## config.mk

```make
export PLATFORM = sky130hd
export DESIGN_NAME = vmx_acc_drain
export DESIGN_NICKNAME = d
export VERILOG_FILES = /design/src/rtl/vmx_acc_drain.sv
export SDC_FILE = /design/constraint.sdc
export NUM_CORES = 1
export LEC_CHECK = 0
export BUFFER_PORTS_ARGS = -buffer_cell sky130_fd_sc_hd__buf_4
export CORE_UTILIZATION = 40
export DETAILED_ROUTE_END_ITERATION = 8
export SETUP_SLACK_MARGIN = 0.15
export SLEW_MARGIN = 20
export SYNTH_ARGS = -nofsm -noshare
export SYNTH_HDL_FRONTEND = slang
export SYNTH_SLANG_ARGS = --single-unit
```

## constraint.sdc

```tcl
create_clock -name clk -period 8.2 [get_ports clk]
set_input_delay 0 -clock clk [delete_from_list [all_inputs] [get_ports clk]]
set_output_delay 0 -clock clk [all_outputs]
set_load 0.1 [all_outputs]
```

## src/rtl/vmx_acc_drain.sv

```systemverilog
// vmx_acc_drain: accumulates column partial sums across K-tiles, requantises and queues results for writeback
module vmx_acc_drain #(
    parameter int SUM_BITLEN = 32,
    parameter int ACC_BITLEN = 48,
    parameter int FIFO_DEPTH = 4
) (
    input  logic                          clk,
    input  logic                          rst_n,
    input  logic                          in_valid,
    input  logic                          in_first,
    input  logic                          in_last,
    input  logic                          simd_mode,
    input  logic [4:0]                    shift,
    input  logic [SUM_BITLEN-1:0]         sum_in,
    input  logic                          clear_err,
    output logic                          out_valid,
    input  logic                          out_ready,
    output logic [SUM_BITLEN-1:0]         out_data,
    output logic                          out_simd,
    output logic [$clog2(FIFO_DEPTH):0]   fifo_count,
    output logic                          ovf_err,
    output logic                          mode_err,
    output logic                          sat_err
);
    localparam int H = SUM_BITLEN / 2;
    localparam int L = ACC_BITLEN / 2;
    localparam int AW = $clog2(FIFO_DEPTH);
    localparam int CW = AW + 1;
    localparam int FW = ACC_BITLEN + 1;
    localparam int LW = L + 1;
    typedef enum logic {IDLE, ACC} state_t;
    state_t state;
    logic l_simd;
    logic [4:0] l_shift;
    logic [ACC_BITLEN-1:0] acc;
    logic emit_v;
    logic emit_simd;
    logic [SUM_BITLEN-1:0] emit_data;
    logic [SUM_BITLEN:0] mem [FIFO_DEPTH];
    logic [AW-1:0] wr_ptr;
    logic [AW-1:0] rd_ptr;
    logic start;
    logic m;
    logic [4:0] sh;
    logic [ACC_BITLEN-1:0] base;
    logic [ACC_BITLEN-1:0] new_acc;
    logic [ACC_BITLEN-1:0] shifted;
    logic [FW-1:0] full_sum;
    logic [LW-1:0] lo_sum;
    logic [LW-1:0] hi_sum;
    logic [L-1:0] lo_sh;
    logic [L-1:0] hi_sh;
    logic [SUM_BITLEN-1:0] res;
    logic acc_sat;
    logic clamp;
    logic pop;
    logic push;
    logic drop;
    logic mode_mis;
    always_comb begin
        start    = state == IDLE || in_first;
        m        = start ? simd_mode : l_simd;
        sh       = start ? shift : l_shift;
        base     = start ? '0 : acc;
        full_sum = {1'b0, base} + FW'(sum_in);
        lo_sum   = {1'b0, base[L-1:0]} + LW'(sum_in[H-1:0]);
        hi_sum   = {1'b0, base[ACC_BITLEN-1:L]} + LW'(sum_in[SUM_BITLEN-1:H]);
        acc_sat  = m ? lo_sum[L] || hi_sum[L] : full_sum[ACC_BITLEN];
        new_acc  = m ? {hi_sum[L] ? {L{1'b1}} : hi_sum[L-1:0], lo_sum[L] ? {L{1'b1}} : lo_sum[L-1:0]}
                     : (full_sum[ACC_BITLEN] ? {ACC_BITLEN{1'b1}} : full_sum[ACC_BITLEN-1:0]);
        shifted  = new_acc >> sh;
        lo_sh    = new_acc[L-1:0] >> sh;
        hi_sh    = new_acc[ACC_BITLEN-1:L] >> sh;
        clamp    = m ? |lo_sh[L-1:H] || |hi_sh[L-1:H] : |shifted[ACC_BITLEN-1:SUM_BITLEN];
        res      = m ? {|hi_sh[L-1:H] ? {H{1'b1}} : hi_sh[H-1:0], |lo_sh[L-1:H] ? {H{1'b1}} : lo_sh[H-1:0]}
                     : (|shifted[ACC_BITLEN-1:SUM_BITLEN] ? {SUM_BITLEN{1'b1}} : shifted[SUM_BITLEN-1:0]);
        out_valid = |fifo_count;
        out_data  = out_valid ? mem[rd_ptr][SUM_BITLEN-1:0] : '0;
        out_simd  = out_valid && mem[rd_ptr][SUM_BITLEN];
        pop       = out_valid && out_ready;
        push      = emit_v && (fifo_count != CW'(FIFO_DEPTH) || pop);
        drop      = emit_v && !push;
        mode_mis  = in_valid && !start && simd_mode != l_simd;
    end
    always_ff @(posedge clk) begin
        if (!rst_n) begin
            state      <= IDLE;
            l_simd     <= 1'b0;
            l_shift    <= '0;
            acc        <= '0;
            emit_v     <= 1'b0;
            emit_simd  <= 1'b0;
            emit_data  <= '0;
            wr_ptr     <= '0;
            rd_ptr     <= '0;
            fifo_count <= '0;
            ovf_err    <= 1'b0;
            mode_err   <= 1'b0;
            sat_err    <= 1'b0;
        end else begin
            if (in_valid) begin
                if (start) begin
                    l_simd  <= simd_mode;
                    l_shift <= shift;
                end
                acc   <= new_acc;
                state <= in_last ? IDLE : ACC;
            end
            emit_v    <= in_valid && in_last;
            emit_simd <= m;
            emit_data <= res;
            if (push) wr_ptr <= wr_ptr + 1'b1;
            if (pop) rd_ptr <= rd_ptr + 1'b1;
            fifo_count <= fifo_count + CW'(push) - CW'(pop);
            ovf_err    <= (ovf_err && !clear_err) || drop;
            mode_err   <= (mode_err && !clear_err) || mode_mis;
            sat_err    <= (sat_err && !clear_err) || (in_valid && (acc_sat || (in_last && clamp)));
        end
    end
    always_ff @(posedge clk) begin
        if (push) mem[wr_ptr] <= {emit_simd, emit_data};
    end
endmodule

```

Yosys cells after proc, flatten, opt, wreduce, memory -nomap -nowiden
Memory sizes are Yosys's and may differ from the RTL's. A register that Yosys moved wholly into a read port is not among the register bits.
Cells that the tools add are included.
{"block": "word_totals", "regBits": 99, "mem_bits_rw": 132, "out_inout_bits": 40, "mem_count": 1}
{"block": "op_classes", "n_addsub": 7, "n_eq_ne": 2, "shift": 3, "mux": 19, "bitwise": 1, "reduce_logical": 27}
{"name": "mem", "words": 4, "word_bits": 33, "rd": 1, "rd_ports_with_merged_regs": 1, "wr": 1, "line_no": "39", "rtl": "logic [SUM_BITLEN:0] mem [FIFO_DEPTH];"}
{"cell": "$mux 48", "count": 3}
{"cell": "$mux 32", "count": 3}
{"cell": "$add 24x16->25", "count": 2}
{"cell": "$add 48x32->49", "count": 1}
{"cell": "$mux 24", "count": 2}
{"cell": "$shr 24x5->24", "count": 2}
{"cell": "$shr 48x5->48", "count": 1}
{"cell": "$mux 16", "count": 2}
{"cell": "$reduce_or 16->1", "count": 1}
{"cell": "$reduce_or 8->1", "count": 2}
{"cell": "$logic_and 1x1->1", "count": 12}
{"cell": "$logic_or 1x1->1", "count": 8}
{"cell": "$mux 1", "count": 6}
{"cell": "$mux 5", "count": 1}
{"cell": "$add 2x1->2 const B", "count": 2}
{"cell": "$mux 2", "count": 2}
{"cell": "$add 3x1->3", "count": 1}
{"cell": "$logic_not 1->1", "count": 3}
{"cell": "$ne 3x3->1 const B", "count": 1}
{"cell": "$reduce_or 3->1", "count": 1}
{"cell": "$sub 3x1->3", "count": 1}
{"cell": "$ne 1x1->1", "count": 1}
{"cell": "$not 1->1", "count": 1}

Longest topological paths before layout
{"block": "depth", "word_depth": 14, "depth_mapped": 28, "mapped_depth_nobuf": 18}

Worst setup path before layout
OpenSTA, ideal clock, no wires.
{"block": "synth_path", "kind": "register -> register", "startpoint": "register state", "endpoint": "register emit_data[11]", "setup_ns": 0.121, "t_arrival_ns": 5.853, "required_time_ns": 8.079, "path_slack_ns": 2.226, "stages_incl_launch_ff": 27, "synth_period_minus_slack_ns": 5.974, "path_cell_list": "dfxtp_1 -> nor2b_1 -> buf_4 -> clkbuf_1 -> buf_2 -> buf_2 -> buf_2 -> clkbuf_1 -> clkbuf_1 -> and2_1 -> ha_1 -> clkbuf_1 -> a21oi_1 -> o211ai_1 -> a31o_2 -> o211a_2 -> o2111ai_4 -> nand2_4 -> buf_6 -> or4_1 -> o2111ai_1 -> o32ai_2 -> o41ai_4 -> nand2_2 -> o311ai_4 -> buf_6 -> nand3_2"}
{"block": "synth_via", "elab_chain_cells": 10}
{"item": "from (decl)", "line_no": "32", "rtl": "state_t state;"}
{"item": "from (signal assigned)", "line_no": "107", "rtl": "state <= in_last ? IDLE : ACC;"}
{"item": "$not 1->1 *", "line_no": "61", "rtl": "start = state == IDLE || in_first;"}
{"item": "$logic_or 1x1->1 *", "line_no": "61"}
{"item": "$mux 48", "line_no": "64", "rtl": "base = start ? '0 : acc;"}
{"item": "$add 48x32->49, or another cell as far along", "line_no": "65", "rtl": "full_sum = {1'b0, base} + FW'(sum_in);"}
{"item": "$mux 48 or $mux 24 (tied branches)", "line_no": "70, 69"}
{"item": "$mux 48", "line_no": "69", "rtl": "new_acc = m ? {hi_sum[L] ? {L{1'b1}} : hi_sum[L-1:0], lo_sum[L] ? {L{1'b1}} : lo_sum[L-1:0]}"}
{"item": "$shr 48x5->48 or $shr 24x5->24 (tied branches)", "line_no": "71, 72"}
{"item": "$reduce_or 16->1 or $reduce_or 8->1 (tied branches)", "line_no": "76, 75"}
{"item": "$mux 32 or $mux 16 (tied branches)", "line_no": "76, 75"}
{"item": "$mux 32 *", "line_no": "75", "rtl": "res = m ? {|hi_sh[L-1:H] ? {H{1'b1}} : hi_sh[H-1:0], |lo_sh[L-1:H] ? {H{1'b1}} : lo_sh[H-1:0]}"}
{"item": "to (signal assigned)", "line_no": "111", "rtl": "emit_data <= res;"}
{"item": "to (decl)", "line_no": "38", "rtl": "logic [SUM_BITLEN-1:0] emit_data;"}
Mark *: on every way between the ends. The rest lies on a longest branch, timed or not.
A chain may end at the register's enable or synchronous reset.

Worst setup path after layout
{"block": "layout_path", "startpoint": "register state", "endpoint": "register emit_data[23]"}
{"block": "layout_via", "elab_chain_cells": 10}
{"item": "$not 1->1 *", "line_no": "61"}
{"item": "$logic_or 1x1->1 *", "line_no": "61"}
{"item": "$mux 48", "line_no": "64"}
{"item": "$add 48x32->49, or another cell as far along", "line_no": "65"}
{"item": "$mux 48 or $mux 24 (tied branches)", "line_no": "70, 69"}
{"item": "$mux 48", "line_no": "69"}
{"item": "$shr 48x5->48 or $shr 24x5->24 (tied branches)", "line_no": "71, 73"}
{"item": "$reduce_or 16->1 or $reduce_or 8->1 (tied branches)", "line_no": "76, 75"}
{"item": "$mux 32 or $mux 16 (tied branches)", "line_no": "76, 75"}
{"item": "$mux 32 *", "line_no": "75"}
Marks and branches as above.

==> results by stage <==
Worst setup path:
- The critical path arrival is ~7.4 ns.
- The register-to-register setup slack is 1.23 ns.
- The stage delay of the slowest cell on the critical path is ~0.9 ns.
- Following the worst setup path forward leads to its endpoint at emit_data[23]$_SDFF_PN0_.
- In this run the critical register-to-register path is captured at emit_data[23]$_SDFF_PN0_.
- The type of element launching the critical path is a flop.
- The worst setup path is of the reg2reg kind.
- The critical path goes through nor2b_4 > and2_1 > ha_1 > a211oi_1 > o211ai_1 > buf_4 > and4_1 > o211a_2 > o2111ai_4 > nand2_4 > a2111oi_0 > o31ai_1 > o31ai_1 > mux2i_1 > mux2i_1 > nand4_2 > nor3_2 > a31oi_1.
- The cell family contributing the most delay on the critical path is compound AO/OA/AOI/OAI gates.
- The worst setup path is captured at a flop.
- The maximum fanout along the worst path is 42.
- The critical path required time is about 8.6 ns.
- The sum of buffers and inverters on the critical path is 1.
- The number of cells on the worst reg-to-reg path is 18.
- The launch instance of the worst register-to-register path is state$_SDFFE_PN0P_.
- The start point of the critical path is state$_SDFFE_PN0P_.
- The cell with the biggest individual delay on the critical path is a2111oi_0.
- The instance count on the critical path is 18.

Die:
- Measured along the x axis, the die boundary spans between 200 and 250 µm.
- The total area inside the core boundary comes to 43300 µm².
- The initial core utilization is 40.8%.
- In this run the vertical extent of the chip is 212 µm.
- The row count is 76.
- The floorplan step defined a die boundary enclosing ~45000 µm².
- The number of top-level pins is 85.

Clock network:
- The number of buffers inserted during clock tree synthesis is 27.
- The number of setup buffers added after CTS is 0.
- The number of resized instances in the post-cts repair step is 0.
- TritonCTS built the clock tree.
- The buffer cell driving the clock tree root is clkbuf_16.
- For this design, the sink count on the clock tree is about 230.
- The number of H-tree levels is 1.
- The clock insertion delay at the later pin of the skew report is 0.58 ns.
- Clock-pin slew was measured on the worst setup and hold paths at 0.07 ns.
- The maximum clock path buffer count is 3.

Place:
- The placement-stage worst setup slack is around 1.4 ns.
- The half-perimeter wire length of the detailed placement result is ~45 mm.
- Routability-driven placement finished with a final weighted congestion of ~0.96.
- The number of buffer cells added on primary ports is 84.

Route:
- The routed via count is around 16000.
- After detailed routing, the total wire length is a little over 60 mm.
- After detailed routing, the number of vias per cell comes to around 6.3.
- In this run the remaining antenna-violating nets after routing total 0.
- The number of DRC violations after detailed routing is 0.
- For this block, the initial DRC count from the detailed router was 1731.
- The wire length per cell is 23.6 µm.
- The number of optimization iterations in the first detailed-route pass is 6.

Synth:
- The number of synthesized flops with an enable pin is 132.
- The post-synthesis instance total is 1984.
- edfxtp_1 takes more of the synthesized area than any other cell.
- Sorting the synthesized cells by area gives the leading types as edfxtp_1 (22%), dfxtp_1 (11%), mux4_2 (4.2%), a21oi_1 (4.1%), nor2_1 (3.8%).
- The total standard cell area after synthesis is approximately 18000 µm².
- For this run, the leading register cell type out of synthesis is edfxtp_1.
- The post-synthesis sequential area ratio is approximately 34%.
- The number of synthesis warnings is 0.
- After synthesis, the share of flip-flops with an asynchronous set or reset is 0%.
- The count of cell types in the netlist is between 100 and 150.
- Summed over its instances, the top area cell type makes up 22.5% of the synthesized netlist area.
- Counting flops and latches in the post-synthesis netlist gives about 230.
- The average cell area after synthesis is approximately 8.9 µm².
- The net count of the mapped netlist is 2077.

Run:
- The tool flagged a number of max-cap violations equal to 0.

Timing:
- Across all setup checks in the final design, the least slack found is between 1 and 1.5 ns.
- On the final layout, the worst clock skew is approximately 0.023 ns.
- In this run the tightest slew margin relative to its limit is between 30% and 40%.
- The final-report hold violation count came to 0.
- The aggregate negative setup slack is 0 ns.
- The max-slew violation count is 0.
- The highest achievable clock rate is 0.143 GHz.
- For the finished layout, the period the worst path requires is about 7 ns.
- The final cycle utilization of the critical path is a little under nine tenths.
- Setup repair after global routing left no endpoint under its margin.
- The count of endpoints failing setup in the final report is 0.
- The transition time at the pin with the least slew margin is a little under 1 ns.

Global route:
- The number of antenna violations at the first check in global routing was 1.
- The via count of the first global-routing pass was 15579.
- The largest net degree at the start of global routing is a little under 70.
- The total overflow left after global routing is 0.
- The first global-routing pass estimated ~94 mm of wire.
- The total track usage is between 20% and 30%.

Finish:
- The number of nets at the end of the flow is 2091.
- The ratio of cells with drive above 1 in the final layout is between 10% and 20%.
- The layout overhead on the synthesized area is 12.1%.
- The leading cell type in the layout, fill and taps excluded is nor2_1.
- In the layout the commonest cells are nor2_1 (178), nand2_1 (165), a21oi_1 (143).
- The antenna cell count is 0.
- The final cell utilization of the core is 45.7%.

Status:
- The run finished with clean final reports.

Power and ir drop:
- The worst vdd rail ir drop is around 300 µV.
- For this design the static power due to leakage is between 7 and 8 nW.
- In this run the power density over the cells is roughly 240 nW/µm².

Worst hold path:
- The origin of the worst min-delay path is sum_in[3].
- The path category of the worst min-delay check is in2reg.
## power by group
part	internal [mW]	switching (mW)	leakage [nW]
registers	1.33	0.0731	2.04
clock network	0.693	0.545	0.432
logic	0.556	1.50	4.86
total	2.58	2.12	7.33
## how the worst min path moves through the flow
stage / end / slack [ns] / cells past startpoint
floorplan: emit_v$_SDFF_PN0_ / 0.15 / 1
global placement: emit_v$_SDFF_PN0_ / 0.26 / 2
detailed placement: emit_v$_SDFF_PN0_ / 0.26 / 2
CTS: acc[3]$_SDFFE_PN0P_ / 0.005 / 4
global route: acc[6]$_SDFFE_PN0P_ / 0.06 / 4
finish: acc[3]$_SDFFE_PN0P_ / 0.03 / 4
## sequential cells by signal, indices dropped and copies added, names as in the netlist, named ones only
| signal | count |
|---|---|
| emit_simd | 1 |
| rd_ptr | 2 |
| emit_data | 32 |
| emit_v | 1 |
| fifo_count | 3 |
| acc | 48 |
| l_simd | 1 |
| l_shift | 5 |
| wr_ptr | 2 |
| mem | 132 |
| sat_err | 1 |
| mode_err | 1 |
| ovf_err | 1 |
| state | 1 |
## worst register-to-register path, cell delays in order, from the launching register on
cell and delay [ns]:
dfxtp_1 0.78, nor2b_4 0.74, and2_1 0.25, ha_1 0.28, a211oi_1 0.34, o211ai_1 0.13
buf_4 0.18, and4_1 0.22, o211a_2 0.35, o2111ai_4 0.37, nand2_4 0.39, a2111oi_0 0.91
o31ai_1 0.12, o31ai_1 0.13, mux2i_1 0.26, mux2i_1 0.38, nand4_2 0.24, nor3_2 0.57
a31oi_1 0.17
## what timing repair did
| item | CTS | global route |
|---|---|---|
| hold buffers | 13 | 0 |
| setup endpoints to repair | 0 | 0 |
| endpoints found under the hold margin | 47 | 0 |
## synthesized netlist by cell type (all sizes together), types with 11 or more instances
cell / n
nor2: 178
nand2: 170
a21oi: 147
edfxtp: 132
o21ai: 118
dfxtp: 101
clkbuf: 94
and2: 88
nand3: 72
o211ai: 64
buf: 55
mux2i: 55
a211oi: 53
a31oi: 49
ha: 45
nor3: 45
mux4: 33
xnor2: 32
a21o: 30
inv: 30
xor2: 28
o31ai: 24
nor2b: 20
and3: 19
o22ai: 19
a22oi: 18
nand4: 17
a221oi: 16
a32oi: 13
o221ai: 12
a311oi: 11
## cell type report
type	count	area (µm²)
clock inverters	20	205
flip-flops and latches	233	5990
clock buffers	30	697
inverters	31	116
multi-input cells	1571	11000
well taps	585	732
fillers	4203	23500
repair buffers	134	1040
## metal layers
layer / part of all wire (%) / GRT usage, %
met1: 45 / 38.6
met4: 3.6 / 9.75
met2: 44 / 41.4
met5: 0.021 / 0
met3: 7.6 / 4.67
## through the flow
step / power, mW / instances / hold slack, ns / area (µm²)
finish: 4.69 / 2604 / 0.0319 / 19800
global route: 4.89 / 2604 / 0.0633 / 19800
CTS: 4.72 / 2604 / 0.00540 / 19800
detailed placement: 3.48 / 2541 / 0.261 / 18700
global placement: 3.46 / 2541 / 0.260 / 18700
floorplan: 3.00 / 1984 / 0.153 / 17600
## cells by family (layout without fill, tap and decap cells)
kind of cell	count (synthesis)	count (layout)	share of synthesized area, %
buf+inv	180	215	4.23
simple gates	681	681	19.6
flops	233	233	33.9
mux	94	94	7.81
compound gates	688	688	27.8
xor+xnor	60	60	3.09
fa+ha+maj	48	48	3.53
Note: power is estimated with default switching activity, not from simulation.
